## src/rtl/regfile_pkg.sv

```systemverilog
// Shared types and default sizing for the multi-port register file.
package regfile_pkg;

  // Clear engine state: sweeping entries to zero, or serving reads/writes.
  typedef enum logic {
    RF_CLEAR = 1'b0,
    RF_READY = 1'b1
  } rf_state_t;

  localparam int RF_DATA_W = 32;
  localparam int RF_ADDR_W = 5;
  localparam int RF_NUM_RD = 2;

endpackage

```

## src/rtl/regfile_clear_fsm.sv

```systemverilog
// Clear engine: walks every entry once after reset or a clear request,
// then reports ready. Owns the sweep state, the sweep index and ready.
module regfile_clear_fsm
  import regfile_pkg::*;
#(
  parameter int ADDR_W = RF_ADDR_W
) (
  input  logic              clk,
  input  logic              reset_n,
  input  logic              clear_req,
  output logic              clr_en,
  output logic [ADDR_W-1:0] clr_addr,
  output logic              ready
);

  localparam logic [ADDR_W-1:0] LAST_IDX = {ADDR_W{1'b1}};

  rf_state_t         state_reg, state_next;
  logic [ADDR_W-1:0] idx_reg, idx_next;
  logic              ready_reg;

  // State, index and ready registers; ready tracks the state being entered.
  always_ff @(posedge clk) begin
    if (!reset_n) begin
      state_reg <= RF_CLEAR;
      idx_reg   <= '0;
      ready_reg <= 1'b0;
    end else begin
      state_reg <= state_next;
      idx_reg   <= idx_next;
      ready_reg <= (state_next == RF_READY);
    end
  end

  // Next-state: sweep one entry per edge; a clear request restarts only from ready.
  always_comb begin
    state_next = state_reg;
    idx_next   = idx_reg;
    case (state_reg)
      RF_CLEAR: begin
        idx_next = idx_reg + 1'b1;
        if (idx_reg == LAST_IDX) begin
          state_next = RF_READY;
        end
      end
      RF_READY: begin
        if (clear_req) begin
          state_next = RF_CLEAR;
          idx_next   = '0;
        end
      end
      default: begin
        state_next = RF_CLEAR;
        idx_next   = '0;
      end
    endcase
  end

  // No entry is touched while reset is held, only during a live sweep.
  assign clr_en   = reset_n && (state_reg == RF_CLEAR);
  assign clr_addr = idx_reg;
  assign ready    = ready_reg;

endmodule

```

## src/rtl/regfile_mp.sv

```systemverilog
// Multi-read-port register file: one synchronous write port, NUM_RD
// combinational read ports with write-to-read bypass, optional hardwired
// zero entry, and a sequential clear sweep gating access via ready.
module regfile_mp
  import regfile_pkg::*;
#(
  parameter int DATA_W   = RF_DATA_W,
  parameter int ADDR_W   = RF_ADDR_W,
  parameter int NUM_RD   = RF_NUM_RD,
  parameter int ZERO_REG = 1
) (
  input  logic                     clk,
  input  logic                     reset_n,
  input  logic [NUM_RD*ADDR_W-1:0] rd_addr,
  output logic [NUM_RD*DATA_W-1:0] rd_data,
  input  logic                     wr_en,
  input  logic [ADDR_W-1:0]        wr_addr,
  input  logic [DATA_W-1:0]        wr_data,
  input  logic                     clear_req,
  output logic                     ready
);

  localparam int DEPTH = 1 << ADDR_W;

  logic [DATA_W-1:0] mem_reg [DEPTH];
  logic              clr_en;
  logic [ADDR_W-1:0] clr_addr;
  logic              wr_zero_drop;
  logic              wr_ok;

  regfile_clear_fsm #(
    .ADDR_W (ADDR_W)
  ) u_clear_fsm (
    .clk       (clk),
    .reset_n   (reset_n),
    .clear_req (clear_req),
    .clr_en    (clr_en),
    .clr_addr  (clr_addr),
    .ready     (ready)
  );

  // A port write lands only when ready and not aimed at the hardwired zero.
  assign wr_zero_drop = (ZERO_REG != 0) && (wr_addr == '0);
  assign wr_ok        = wr_en && ready && !wr_zero_drop;

  // Storage update: the sweep has priority; it never overlaps a port write.
  always_ff @(posedge clk) begin
    if (clr_en) begin
      mem_reg[clr_addr] <= '0;
    end else if (wr_ok) begin
      mem_reg[wr_addr] <= wr_data;
    end
  end

  for (genvar gi = 0; gi < NUM_RD; gi++) begin : g_rd
    logic [ADDR_W-1:0] addr;
    logic [DATA_W-1:0] val;

    assign addr = rd_addr[gi*ADDR_W +: ADDR_W];
    // Blank during sweep, zero for the hardwired entry, else bypass or stored.
    assign val  = !ready                              ? '0      :
                  ((ZERO_REG != 0) && (addr == '0))   ? '0      :
                  (wr_ok && (wr_addr == addr))        ? wr_data :
                                                        mem_reg[addr];
    assign rd_data[gi*DATA_W +: DATA_W] = val;
  end

endmodule

```

## config.mk

```make
export PLATFORM = sky130hd
export DESIGN_NAME = regfile_mp
export DESIGN_NICKNAME = d
export VERILOG_FILES = /design/src/rtl/regfile_pkg.sv /design/src/rtl/regfile_clear_fsm.sv /design/src/rtl/regfile_mp.sv
export SDC_FILE = /design/constraint.sdc
export NUM_CORES = 1
export LEC_CHECK = 0
export BUFFER_PORTS_ARGS = -buffer_cell sky130_fd_sc_hd__buf_2
export CAP_MARGIN = 40
export CORE_ASPECT_RATIO = 2
export CORE_MARGIN = 2
export CORE_UTILIZATION = 40
export DETAILED_ROUTE_END_ITERATION = 10
export PLACE_DENSITY = 0.58
export SETUP_SLACK_MARGIN = 0.05
export SLEW_MARGIN = 10
export SYNTH_ARGS = -nofsm -noshare
export SYNTH_HDL_FRONTEND = slang
export SYNTH_HIERARCHICAL = 1
export SYNTH_SLANG_ARGS = --single-unit
```

## constraint.sdc

```tcl
create_clock -name clk -period 5.7 [get_ports clk]
set_input_delay 0.57 -clock clk [delete_from_list [all_inputs] [get_ports clk]]
set_output_delay 0.57 -clock clk [all_outputs]
set_load 0.005 [all_outputs]
```

# Word level (Yosys, flattened, before mapping)

Memory sizes are Yosys's and may differ from the RTL's.
Cells that the tools add are included.
Widths: inputs -> output; s select.

Register bits: 6
Logic and storage cells: 38
Memories: 1
Memory bits (writable): 1024
Input port bits: 51

Bitwise operators: 1
Equal/unequal tests: 4
Mux-type cells: 19
Reductions and logical operators: 10
Add/sub/neg operators: 1

Memory list:

| name    | words | width | rd ports | clocked after memory_dff | write ports | line             | source |
|---|---|---|---|---|---|---|---|
| mem_reg | 32    | 32    | 2        | 0                        | 1           | regfile_mp.sv:25 | `logic [DATA_W-1:0] mem_reg [DEPTH];` |

Operators with widths:

| cell                | count |
|---|---|
| $mux 32             | 7 |
| $reduce_or 32->1    | 1 |
| $logic_not 5->1     | 3 |
| $eq 5x5->1          | 2 |
| $mux 5              | 2 |
| $pmux 5 s2          | 1 |
| $mux 1              | 8 |
| $add 5x1->5 const B | 1 |
| $eq 5x5->1 const B  | 1 |
| $logic_and 1x1->1   | 5 |
| $ne 2x2->1 const B  | 1 |
| $pmux 1 s2          | 1 |
| $logic_not 1->1     | 1 |
| $not 1->1           | 1 |

# Longest topological paths before layout

Word-level depth: 8
Mapped depth: 11

# Hierarchy

Netlist, hierarchy kept.

Modules (own cells, without submodules):

| module            | times used | area each (µm²) | cells an instance |
|---|---|---|---|
| regfile_mp        | 1          | 48865.6         | 2770 |
| regfile_clear_fsm | 1          | 331.6           | 35 |

# Worst setup path before layout

No wires, ideal clock.

Path kind: register -> register
From: reg u_clear_fsm.ready_reg (netlist: u_clear_fsm/ready)
To: mem mem_reg[28][0] in the netlist's numbering (enable)
Arrival time: 3.225 ns
Stages on the path, launching flop included: 9
Required time: 5.279 ns
Setup slack: 2.054 ns
Path buffers: 2
Clock period less this slack: 3.646 ns
Cell sequence: dfxtp_1 -> buf_6 -> and2b_2 -> a311oi_1 -> clkbuf_1 -> nand3b_1 -> o21ai_1 -> nand2_1 -> nor2_1

Elaborated cells between the ends (all ways): 12
Those cells by class: mux (7); bitwise (1); reduce/logical (4)

RTL lines:

| item                                              | line                    | source |
|---|---|---|
| start: declaration                                | regfile_clear_fsm.sv:20 | `logic ready_reg;` |
| start signal: assignment                          | regfile_clear_fsm.sv:31 | `ready_reg <= (state_next == RF_READY);` |
| $not 1->1 *                                       | --                      |  |
| $logic_and 1x1->1 *                               | --                      |  |
| via clr_en                                        | regfile_mp.sv:26        | `logic clr_en;` |
| $mux 1                                            | regfile_mp.sv:48        | `if (clr_en) begin` |
| $mux 1 (not written as such)                      | regfile_mp.sv:51        | `mem_reg[wr_addr] <= wr_data;` |
| $reduce_or 32->1 (no source line)                 | --                      |  |
| $mux 5 (no source line) or $mux 1 (tied branches) | --                      |  |
| end: declaration                                  | regfile_mp.sv:25        |  |

The timed path passes the listed nets; every way through them passes the cells marked *.

# Final worst setup path

From: reg u_clear_fsm.ready_reg (netlist: u_clear_fsm/ready)
To: out rd_data[1]

Longest elaborated chain between the ends: 6

Ends and longest elaborated chain:

| item                           | line             | source |
|---|---|---|
| $logic_and 1x1->1 (2 in a row) | regfile_mp.sv:44 | `assign wr_ok = wr_en && ready && !wr_zero_drop;` |
| $logic_and 1x1->1              | regfile_mp.sv:63 | `(wr_ok && (wr_addr == addr)) ? wr_data :` |
| $mux 32                        | regfile_mp.sv:63 |  |
| $mux 32                        | regfile_mp.sv:62 | `((ZERO_REG != 0) && (addr == '0)) ? '0 :` |
| $mux 32 *                      | regfile_mp.sv:61 | `assign val = !ready ? '0 :` |
| end: declaration               | regfile_mp.sv:15 | `output logic [NUM_RD*DATA_W-1:0] rd_data,` |

Every way passes the cells marked *; elsewhere a longest branch is shown, timed or not.

==> flow_summary_export.csv <==
group,metric,value,unit
pwr,ir_worst_vdd,273,µV
cells_and_area,drive_gt1_frac,0.288,
worst_setup_path,r2r_end,"mem_reg[11][9]",
floorplanning,dieArea,126000,µm²
cells_and_area,final_common_cell,"edfxtp_1",
clock_tree,postCtsSetupBuffers,0,
drt,wl_per_cell,36.5,µm
timing,finalSetupViolations,0,
drt,vias_per_cell,6.67,
placement,place_congestion,0.836,
worst_setup_path,rr_startpoint,"u_clear_fsm/ready",
clock_tree,cts_tree,"yes",
yosys,synth_nets,2858,
floorplanning,core,123000,µm²
cells_and_area,final_core_util,0.457,
placement,portBuffers,115,
worst_setup_path,rrSetupSlack,1750,ps
worst_setup_path,worstSetupEndpointType,"output pin",
clock_tree,holdBufCountCts,0,
worst_setup_path,crit_type,"flip-flop to output pin",
drt,drt-total-wl,168000,µm
grt,grt_overflow,0,
yosys,seq_area_frac_synth,0.627,
floorplanning,die-width,252,µm
hold_path,min_from,"reset_n",
flow_run,cap_violations,0,
cells_and_area,fillers,10500,
pwr,power.share.clock,0.404,
placement,preCtsSetupSlack,1580,ps
placement,placedCellCount,4418,
timing,fin_crit_sh,0.797,
hold_path,holdPathEnd,"u_clear_fsm/ready",
worst_setup_path,worstPathMaxFanout,25,
pwr,seq_power_share,0.514,
pwr,net-switching-power,0.00368,W
timing,postLayoutSetupSlackWorst,1150,ps
floorplanning,fp-row-count,182,
cells_and_area,syn_to_final_growth,13.8,%
timing,relSlewSlack,0.393,
cells_and_area,final_cell_mix,"edfxtp_1 (1024), mux4_2 (378), mux2i_1 (314)",
clock_tree,clock-root-buffer,"clkbuf_16",
timing,worstMarginPinSlew,901,ps
yosys,synth_edf_count,1024,
yosys,synth_top_area_cell,"edfxtp_1",
clock_tree,post_cts_resized,0,
cells_and_area,fin_nets,3006,
hold_path,holdPathStages,2,
floorplanning,initial_core_util,0.402,
drt,drt-pass1-iter-count,6,
grt,grt_pass1_wl,237000,µm
pwr,pwr_density_cell,287,nW/µm²
timing,slew_viol_final,0,
yosys,ys_seq_elements,1030,
yosys,yosysWarnings,6,
drt,first_iter_violations,3849,
cells_and_area,largest_reg_flops,1024,
timing,fmax,0.220,GHz
clock_tree,cts.sinks,1030,
pwr,leakagePower,19.1,nW
timing,finalClockSkew,47.4,ps
floorplanning,fp.dieH,500,µm
timing,min_period,4550,ps
outcome,outcome,"completed",
timing,setup_tns,0,ps
pwr,p_int,0.0124,W
worst_setup_path,worst_ep_arrival_time,3980,ps
pwr,switching_share,0.229,
yosys,synthFlopType,"edfxtp_1",
cells_and_area,finalNonFillerCells,4599,
worst_setup_path,startpoint_type,"flip-flop",
grt,grt_usage,0.267,
yosys,synth.distinct_cells,64,
worst_setup_path,reg2regPathDepth,8,
yosys,post-synth-top-area-fraction,0.625,
yosys,synth_area_leaders,"edfxtp_1 (63%), mux4_2 (17%), mux2i_1 (6.4%), o221ai_1 (1.1%), a221oi_1 (0.94%)",
worst_setup_path,critPathRequiredTime,5130,ps
drt,via_count,30700,
clock_tree,clkTransAtPathRegs,60,ps
grt,grt_max_degree,85,
yosys,syn_area,49200,µm²
hold_path,hold_path_class,"input port to flip-flop",
clock_tree,clock_path_buffers,3,
yosys,synth_area_per_cell,17.5,µm²
yosys,async_reset_ff_frac,0,
pwr,pwr-share-comb,0.082,
drt,antenna_left,0,
timing,hold_viol,0,
clock_tree,clk_latency,710,ps
grt,antenna_found_initial,5,
grt,first_global_vias,31100,
clock_tree,cts_buffers,96,
floorplanning,ios,116,
clock_tree,cts_max_level,3,
yosys,syn_inst,2805,
placement,hpwl,101000,µm
timing,rsz0062_at_grt,"no",
drt,drcViolationCount,0,
-- through the flow --
step / area (µm²) / hold WS, ps / power (W)
3_3_place_gp: 52100 / 543 / 0.00971
5_1_grt: 56000 / 174 / 0.0165
4_1_cts: 55900 / 142 / 0.0161
3_5_place_dp: 52900 / 557 / 0.00973
6_report: 56000 / 180 / 0.0161
2_1_floorplan: 49200 / 500 / 0.00929
-- area by class of cell --
| type | count | area (µm²) | area share |
|---|---|---|---|
| antenna | 6 | 15.0 | 0.000268 |
| sequential | 1030 | 30900 | 0.551 |
| timing repair buffer | 277 | 2560 | 0.0458 |
| tap | 1564 | 1960 | 0.0350 |
| inverter | 13 | 53.8 | 0.000961 |
| clock buffer | 117 | 2570 | 0.0458 |
| clock inverter | 57 | 523 | 0.00934 |
| multi-input combinational | 1535 | 17400 | 0.311 |
-- worst max path at each step --
| stage | end | cells past startpoint | start |
|---|---|---|---|
| after global placement | mem_reg[1][14] | 8 | wr_addr[3] |
| after global routing | rd_data[1] | 8 | u_clear_fsm/ready |
| after CTS | rd_data[5] | 10 | u_clear_fsm/ready |
| final | rd_data[1] | 8 | u_clear_fsm/ready |
| after detailed placement | rd_data[6] | 8 | rd_addr[2] |
| after floorplan | mem_reg[28][0] | 8 | u_clear_fsm/ready |
-- cells in the mapped netlist (14+ instances only) --
cell and n:
a211oi_1 38, a21oi_1 48, a221o_1 46, a221oi_1 53
a22oi_1 17, and2_1 35, and3_1 14, buf_1 16
buf_2 45, buf_4 40, buf_6 14, clkbuf_1 112
edfxtp_1 1024, mux2_2 19, mux2i_1 314, mux4_2 378
nand2_1 121, nand3_1 23, nor2_1 84, nor3_1 39
o21ai_0 28, o21ai_1 29, o221ai_1 61, o22ai_1 65
-- worst max-delay path, cell delays in order, from the launching register on --
cell      delay [ps]
dfxtp_1          300
buf_4            240
nand2_1          180
a31o_2           290
nor4_1           640
nand3_4          470
a211oi_1         800
buf_4            220
buf_2            100
-- power by group through the flow --
stage / sequential (W) / combinational (W) / clock (W)
2_1_floorplan: 0.00843 / 0.000861 / 0
3_3_place_gp: 0.00843 / 0.00128 / 0
3_5_place_dp: 0.00843 / 0.00130 / 0
4_1_cts: 0.00827 / 0.00130 / 0.00657
5_1_grt: 0.00827 / 0.00137 / 0.00683
6_report: 0.00827 / 0.00131 / 0.00649
-- cells by family after synthesis --
group	Yosys count	share of synthesized area
compound gates	439	0.0669
xor+xnor	10	0.00178
fa+ha+maj	2	0.000509
buf+inv	240	0.0246
flops	1030	0.627
mux	722	0.244
simple gates	362	0.0349
-- layer usage --
| layer | GRT usage | vias to the layer above | part of all wire |
|---|---|---|---|
| li1 | - | 12200 | - |
| met1 | 0.347 | 16200 | 0.37 |
| met2 | 0.436 | 1851 | 0.48 |
| met3 | 0.0453 | 389 | 0.093 |
| met4 | 0.128 | 0 | 0.050 |
| met5 | 0 | - | 0 |
(Power assumes the default switching activity.)
